**config.mk**
```make
export PLATFORM = sky130hd
export DESIGN_NAME = video_capture
export DESIGN_NICKNAME = d
export VERILOG_FILES = /design/src/rtl/video_capture_pkg.sv /design/src/rtl/video_capture_sync_classifier.sv /design/src/rtl/video_capture.sv
export SDC_FILE = /design/constraint.sdc
export NUM_CORES = 1
export LEC_CHECK = 0
export BUFFER_PORTS_ARGS = -buffer_cell sky130_fd_sc_hd__buf_2
export CORE_UTILIZATION = 45
export DETAILED_ROUTE_END_ITERATION = 12
export GPL_TIMING_DRIVEN = 1
export SLEW_MARGIN = 20
export SYNTH_ARGS = -nofsm -noshare
export SYNTH_HDL_FRONTEND = slang
export SYNTH_SLANG_ARGS = --single-unit
```
**constraint.sdc**
```tcl
create_clock -name clk -period 3.2 [get_ports clk]
set_input_delay 0.32 -clock clk [delete_from_list [all_inputs] [get_ports clk]]
set_output_delay 0.32 -clock clk [all_outputs]
set_load 0.01 [all_outputs]
```
**src/rtl/video_capture_pkg.sv**
```systemverilog
// video_capture_pkg
// Default video timing shared by the SoC video generator and the capture
// block, so both ends agree on pixel rate, sync widths and frame geometry.
// Also holds the capture state encoding and the byte-address helper.
package video_capture_pkg;

  localparam int VID_CLK_PER_PIXEL = 4;
  localparam int VID_HSYNC_MIN     = 8;
  localparam int VID_VSYNC_MIN     = 64;
  localparam int VID_H_OFFSET      = 32;
  localparam int VID_H_PIXELS      = 64;
  localparam int VID_V_OFFSET      = 2;
  localparam int VID_V_LINES       = 32;
  localparam int VID_ADDR_W        = 8;

  typedef enum logic [1:0] {
    ST_HUNT   = 2'd0,
    ST_PORCH  = 2'd1,
    ST_ACTIVE = 2'd2,
    ST_WAIT   = 2'd3
  } cap_state_t;

  // Capture RAM is row-major, one byte per 8 pixels.
  function automatic int byte_addr(input int row, input int col, input int stride);
    return row * stride + col;
  endfunction

endpackage

```
**src/rtl/video_capture_sync_classifier.sv**
```systemverilog
// sync_classifier
// Detects videoSync edges and measures the high time of each sync pulse
// with a saturating counter; on the falling edge the pulse is classified.
// Ports:
//   clk, resetN         clock, async active-low reset
//   videoSync           sync input, active high, synchronous to clk
//   hsyncPulse          fall of a pulse with HSYNC_MIN <= width < VSYNC_MIN
//   vsyncPulse          fall of a pulse with width >= VSYNC_MIN
//   runtPulse           fall of a pulse shorter than HSYNC_MIN
//   syncRise            rising edge of videoSync
// All pulse outputs are combinational, valid in the edge cycle.
module sync_classifier
  import video_capture_pkg::*;
#(
  parameter int HSYNC_MIN = VID_HSYNC_MIN,
  parameter int VSYNC_MIN = VID_VSYNC_MIN
) (
  input  logic clk,
  input  logic resetN,
  input  logic videoSync,
  output logic hsyncPulse,
  output logic vsyncPulse,
  output logic runtPulse,
  output logic syncRise
);

  localparam int CW = $clog2(VSYNC_MIN + 1);

  logic          sync_d;
  logic [CW-1:0] sync_cnt;
  logic          sync_fall;

  assign syncRise  = videoSync & ~sync_d;
  assign sync_fall = ~videoSync & sync_d;

  // The rising-edge clock itself is the first high clock, so restart at 1.
  always_ff @(posedge clk or negedge resetN) begin
    if (!resetN) begin
      sync_d   <= 1'b0;
      sync_cnt <= '0;
    end else begin
      sync_d <= videoSync;
      if (syncRise)
        sync_cnt <= CW'(1);
      else if (videoSync && (sync_cnt < CW'(VSYNC_MIN)))
        sync_cnt <= sync_cnt + 1'b1;
    end
  end

  assign vsyncPulse = sync_fall && (sync_cnt >= CW'(VSYNC_MIN));
  assign hsyncPulse = sync_fall && (sync_cnt <  CW'(VSYNC_MIN)) && (sync_cnt >= CW'(HSYNC_MIN));
  assign runtPulse  = sync_fall && (sync_cnt <  CW'(HSYNC_MIN));

endmodule

```
**src/rtl/video_capture.sv**
```systemverilog
// video_capture
// Decodes the videoSync/videoPixel stream into frame coordinates and packs
// visible pixels MSB-first into bytes for a capture RAM.
// Ports:
//   clk, resetN         clock, async active-low reset
//   videoSync           sync, active high (width selects hsync/vsync)
//   videoPixel          pixel data
//   wrEn/wrAddr/wrData  one-cycle RAM write, addr = row*(H_PIXELS/8)+col
//   locked              set by the first vsync, held until reset
//   frameDone           pulses with the write of the last byte of a frame
//   syncErr             pulses after a runt sync or a sync during ACTIVE
//
// state  | meaning
// HUNT   | not locked, waiting for a vsync
// PORCH  | counting H_OFFSET clocks from the sync falling edge
// ACTIVE | sampling H_PIXELS pixels at mid-pixel
// WAIT   | idle until the next sync falling edge
module video_capture
  import video_capture_pkg::*;
#(
  parameter int CLK_PER_PIXEL = VID_CLK_PER_PIXEL,
  parameter int HSYNC_MIN     = VID_HSYNC_MIN,
  parameter int VSYNC_MIN     = VID_VSYNC_MIN,
  parameter int H_OFFSET      = VID_H_OFFSET,
  parameter int H_PIXELS      = VID_H_PIXELS,
  parameter int V_OFFSET      = VID_V_OFFSET,
  parameter int V_LINES       = VID_V_LINES,
  parameter int ADDR_W        = VID_ADDR_W
) (
  input  logic              clk,
  input  logic              resetN,
  input  logic              videoSync,
  input  logic              videoPixel,
  output logic              wrEn,
  output logic [ADDR_W-1:0] wrAddr,
  output logic [7:0]        wrData,
  output logic              locked,
  output logic              frameDone,
  output logic              syncErr
);

  localparam int STRIDE = H_PIXELS / 8;
  localparam int LW     = $clog2(V_OFFSET + V_LINES) + 1;
  localparam int DW     = $clog2(H_OFFSET + 1);
  localparam int PW     = (CLK_PER_PIXEL > 1) ? $clog2(CLK_PER_PIXEL) : 1;
  localparam int SW     = $clog2(H_PIXELS) + 1;
  localparam int CW     = $clog2(STRIDE) + 1;

  cap_state_t    state, state_next;
  logic          hsync_pulse, vsync_pulse, runt_pulse, sync_rise;
  logic          line_start;
  logic [LW-1:0] line_idx;
  logic [LW-1:0] row;
  logic          visible;
  logic [DW-1:0] dot_cnt;
  logic [PW-1:0] phase;
  logic [SW-1:0] pix_cnt;
  logic [CW-1:0] col_cnt;
  logic [6:0]    shift_q;
  logic          sample;
  logic [31:0]   addr_full;

  sync_classifier #(
    .HSYNC_MIN (HSYNC_MIN),
    .VSYNC_MIN (VSYNC_MIN)
  ) u_sync (
    .clk        (clk),
    .resetN     (resetN),
    .videoSync  (videoSync),
    .hsyncPulse (hsync_pulse),
    .vsyncPulse (vsync_pulse),
    .runtPulse  (runt_pulse),
    .syncRise   (sync_rise)
  );

  // An hsync before lock carries no line reference and is ignored.
  assign line_start = vsync_pulse | (hsync_pulse & locked);
  assign row        = line_idx - LW'(V_OFFSET);
  assign visible    = (line_idx >= LW'(V_OFFSET)) && (line_idx < LW'(V_OFFSET + V_LINES));
  // A rising sync edge aborts the line, so it also suppresses a coincident sample.
  assign sample     = (state == ST_ACTIVE) && (phase == PW'(CLK_PER_PIXEL / 2)) && !sync_rise;
  assign addr_full  = 32'(byte_addr(int'(row), int'(col_cnt), STRIDE));

  always_ff @(posedge clk or negedge resetN) begin
    if (!resetN)
      state <= ST_HUNT;
    else
      state <= state_next;
  end

  always_comb begin
    state_next = state;
    if (line_start)
      state_next = ST_PORCH;
    else if (sync_rise && (state != ST_HUNT))
      state_next = ST_WAIT;
    else begin
      case (state)
        ST_PORCH:  if (dot_cnt == DW'(H_OFFSET - 1))
                     state_next = visible ? ST_ACTIVE : ST_WAIT;
        ST_ACTIVE: if (sample && (pix_cnt == SW'(H_PIXELS - 1)))
                     state_next = ST_WAIT;
        default:   ;
      endcase
    end
  end

  always_ff @(posedge clk or negedge resetN) begin
    if (!resetN) begin
      line_idx  <= '0;
      dot_cnt   <= '0;
      phase     <= '0;
      pix_cnt   <= '0;
      col_cnt   <= '0;
      shift_q   <= '0;
      wrEn      <= 1'b0;
      wrAddr    <= '0;
      wrData    <= '0;
      locked    <= 1'b0;
      frameDone <= 1'b0;
      syncErr   <= 1'b0;
    end else begin
      wrEn      <= 1'b0;
      frameDone <= 1'b0;
      syncErr   <= runt_pulse | (sync_rise & (state == ST_ACTIVE));

      if (vsync_pulse) begin
        locked   <= 1'b1;
        line_idx <= '0;
      end else if (hsync_pulse && locked && (line_idx != {LW{1'b1}})) begin
        line_idx <= line_idx + 1'b1;
      end

      if (line_start) begin
        // The edge cycle is clock 0, so the next clock is dot 1.
        dot_cnt <= DW'(1);
        phase   <= '0;
        pix_cnt <= '0;
        col_cnt <= '0;
        shift_q <= '0;
      end else begin
        if (state == ST_PORCH)
          dot_cnt <= dot_cnt + 1'b1;
        if (state == ST_ACTIVE)
          phase <= phase + 1'b1;
        if (sample) begin
          shift_q <= {shift_q[5:0], videoPixel};
          pix_cnt <= pix_cnt + 1'b1;
          if (pix_cnt[2:0] == 3'd7) begin
            wrEn      <= 1'b1;
            wrData    <= {shift_q, videoPixel};
            wrAddr    <= ADDR_W'(addr_full);
            col_cnt   <= col_cnt + 1'b1;
            frameDone <= (row == LW'(V_LINES - 1)) && (col_cnt == CW'(STRIDE - 1));
          end
        end
      end
    end
  end

endmodule

```
==> metrics.md <==
| Metric | Value |
|---|---|
| CP Launch Point | state[0] |
| Seq/Total Area, Yosys | 0.4955 |
| CP Cell Sequence | inv_1 -> ha_1 -> and2_1 -> nand3_2 -> nor2_8 -> mux2_2 |
| Fin nets | 342 |
| Hold buffers post-CTS | 1 |
| Status | finished clean |
| Post-synth ARST share | 1.000 |
| DRC viols | 0 |
| Root buffer cell | clkbuf_8 |
| Die Height | 86.09 µm |
| Synth Instances | 294 |
| Clk Latency, worst-skew pair | 340 ps |
| Worst hold start | videoSync |
| Slowest cell on the critical path | dfrtp_1 |
| Hold Vio Cnt, Final | 0 |
| Yosys reg bits | 63 |
| Die Wd | 86.09 µm |
| Buffer and inverter count on the worst path | 1 |
| GPL Wtd Cong | 0.7458 |
| Synth Cell Area | 0.003182 mm² |
| RR Startpoint | state[0] |
| H-Tree Level Count | 3 |
| WL final | 5540 µm |
| Starting DRT DRC Count | 80 |
| EDFF count, synth | 0 |
| Yosys warning count | 0 |
| FP Rows | 30 |
| Minimum clock period | 2107 ps |
| Worst Path Max Fanout | 18 |
| Normalized max-slew margin | 0.5124 |
| Worst slew pin tran | 728.7 ps |
| First-pass GRT wire length | 9984 µm |
| VDD IR-drop max | 0.0001841 V |
| Final Core Density | 0.5300 |
| CP endpoint kind | flip-flop |
| RR Endpoint | wrAddr[7] |
| CORE AREA | 0.006794 mm² |
| Postcts setup bufs | 0 |
| Max_cap viols | 0 |
| Worst Path Required | 3420 ps |
| Arrival @ worst endpoint | 2330 ps |
| PD cells | 519.7 mW/mm² |
| GRT Total Usage | 0.1724 |
| I/O Pins | 24 |
| Vias per std cell | 5.033 |
| Initial antenna violation count | 0 |
| Yosys top cell area share | 0.4955 |
| Lkg Pwr | 1.754 nW |
| Global route overflow | 0 |
| N_diodes | 0 |
| Top post-synthesis cells by area | dfrtp_1 (50%), ha_1 (7.1%), nand2_1 (5.0%), mux2_4 (3.8%), xnor2_1 (3.3%) |
| DR pass1 iterations | 4 |
| R2R cell count | 6 |
| CP top delay family | simple AND/OR/NAND/NOR gates |
| Kind of critical path | reg2reg |
| Detailed placement HPWL | 3790 µm |
| Die area | 0.007411 mm² |
| Synth cell count leaders | dfrtp_1 (63), nand2_1 (42), nor2_1 (24), ha_1 (18), xnor2_1 (12) |
| Hold endpoint | u_sync.sync_d |
| Largest net degree at the start of global routing | 42 |
| Final TNS setup | 0 ps |
| Top-count cell post-synth | dfrtp_1 |
| Vias in the first global route | 2215 |
| Post-synthesis average cell area | 10.82 µm² |
| Num CTS Buffers | 9 |
| Antenna Nets Post-Route | 0 |
| R2R Setup Slk | 1090 ps |
| Largest area contributor in the netlist | dfrtp_1 |
| Worst hold path class | in2reg |
| CTS resizes | 0 |
| Max-slew violations | 0 |
| Final setup violating endpoints | 0 |
| TritonCTS clock tree | yes |
| Startpoint types | flip-flop |
| Worst Hold Slack | 204.1 ps |
| Via count | 2119 |
| Top FF cell, synth | dfrtp_1 |
| Area growth syn-to-layout | 13.17% |
| Period utilization | 0.6583 |
| Drt wl/cell | 13.16 µm |
| Synth cell types | 43 |
| Maximum clock insertion buffer count | 2 |
| Clk sinks | 63 |
| Clock slew at reported path FFs | 80 ps |
| Mapped Nets | 316 |
| Port Buffers | 23 |
| CP max stage delay | 400 ps |
| F_max | 474.7 MHz |
| Hold path cells | 1 |
| Clk_skew | 12.14 ps |
| Layout cell share with drive strength beyond 1 | 0.1908 |
| Unrepaired setup endpoints after global routing | false |
| Initial Utilization | 0.4683 |
-- cell families after synthesis --
| kind of cell | count (synthesis) | synth area share |
|---|---|---|
| AO/OA/AOI/OAI | 28 | 0.05506 |
| XOR/XNOR | 21 | 0.05781 |
| adder cells (fa/ha/maj) | 18 | 0.07078 |
| buffers and inverters | 22 | 0.03500 |
| flip-flops | 63 | 0.4955 |
| multiplexers | 25 | 0.09438 |
| AND/OR/NAND/NOR | 117 | 0.1915 |
-- worst reg2reg max path, cell delays in order (launching register included) --
cell and delay (ps):
dfrtp_1 400, inv_1 90, ha_1 330, and2_1 260, nand3_2 180, nor2_8 360, mux2_2 380
-- cells in the final DEF, fill, tap and decap left out, types with 2 or more instances in the layout --
cell,instances
dfrtp_1,63
nand2_1,42
nor2_1,24
buf_2,23
ha_1,18
xnor2_1,12
inv_1,11
a21oi_1,11
nand3_1,9
nand4_1,9
mux2i_1,9
xor2_1,9
clkbuf_8,9
o21ai_0,8
mux2_4,8
nor3_1,6
mux2_2,6
nand2b_1,4
nor4_1,4
and3_1,4
nor2b_1,2
nor3b_1,2
nand3b_1,2
o31ai_1,2
mux2_1,2
clkinv_4,2
bufinv_16,2
buf_4,2
-- state kept, by name, summed over array words and instances (netlist names) --
name / flops
dot_cnt: 6
pix_cnt: 7
syncErr: 1
u_sync.sync_d: 1
frameDone: 1
wrData: 8
phase: 2
state: 2
wrAddr: 8
locked: 1
shift_q: 7
col_cnt: 4
u_sync.sync_cnt: 7
line_idx: 7
wrEn: 1
-- through the flow --
stage / instances / power [mW] / setup WS (ps) / cell area, µm²
after floorplan: 294 / 1.041 / 1330 / 3182
after global placement: 404 / 1.084 / 1142 / 3362
after detailed placement: 404 / 1.095 / 1073 / 3362
after CTS: 421 / 1.898 / 1074 / 3601
after global routing: 421 / 1.966 / 948.4 / 3601
final: 421 / 1.871 / 1093 / 3601
-- final cells by class --
| cell class | instances | area, µm² |
|---|---|---|
| Fill cell | 618 | 3193 |
| Sequential cell | 63 | 1577 |
| Multi-Input combinational cell | 209 | 1494 |
| Timing Repair Buffer | 26 | 140.1 |
| Clock buffer | 9 | 123.9 |
| Tap cell | 96 | 120.1 |
| Clock inverter | 7 | 105.1 |
| Inverter | 11 | 41.29 |
-- routing by layer --
metal | vias to the layer above | share of wire | track usage
met5 | - | 0 | 0
met4 | 0 | 0.020 | 0.09394
met3 | 8 | 0.025 | 0.03465
met2 | 28 | 0.45 | 0.2691
met1 | 1026 | 0.50 | 0.2253
li1 | 1057 | - | -
-- worst max-delay path by stage --
stage	to	slack [ps]	cells past startpoint
after global placement	wrData[5]	1140	6
after global routing	pix_cnt[1]	950	6
final	wrAddr[7]	1090	6
after floorplan	wrAddr[0]	1330	8
after CTS	wrAddr[7]	1070	6
after detailed placement	wrData[5]	1070	6
-- power breakdown --
group | leakage (nW) | internal (mW) | switching [mW]
clock network | 0.112 | 0.449 | 0.343
logic | 0.816 | 0.0720 | 0.0895
registers | 0.826 | 0.860 | 0.0576
Power figures use the tool's default switching activity.
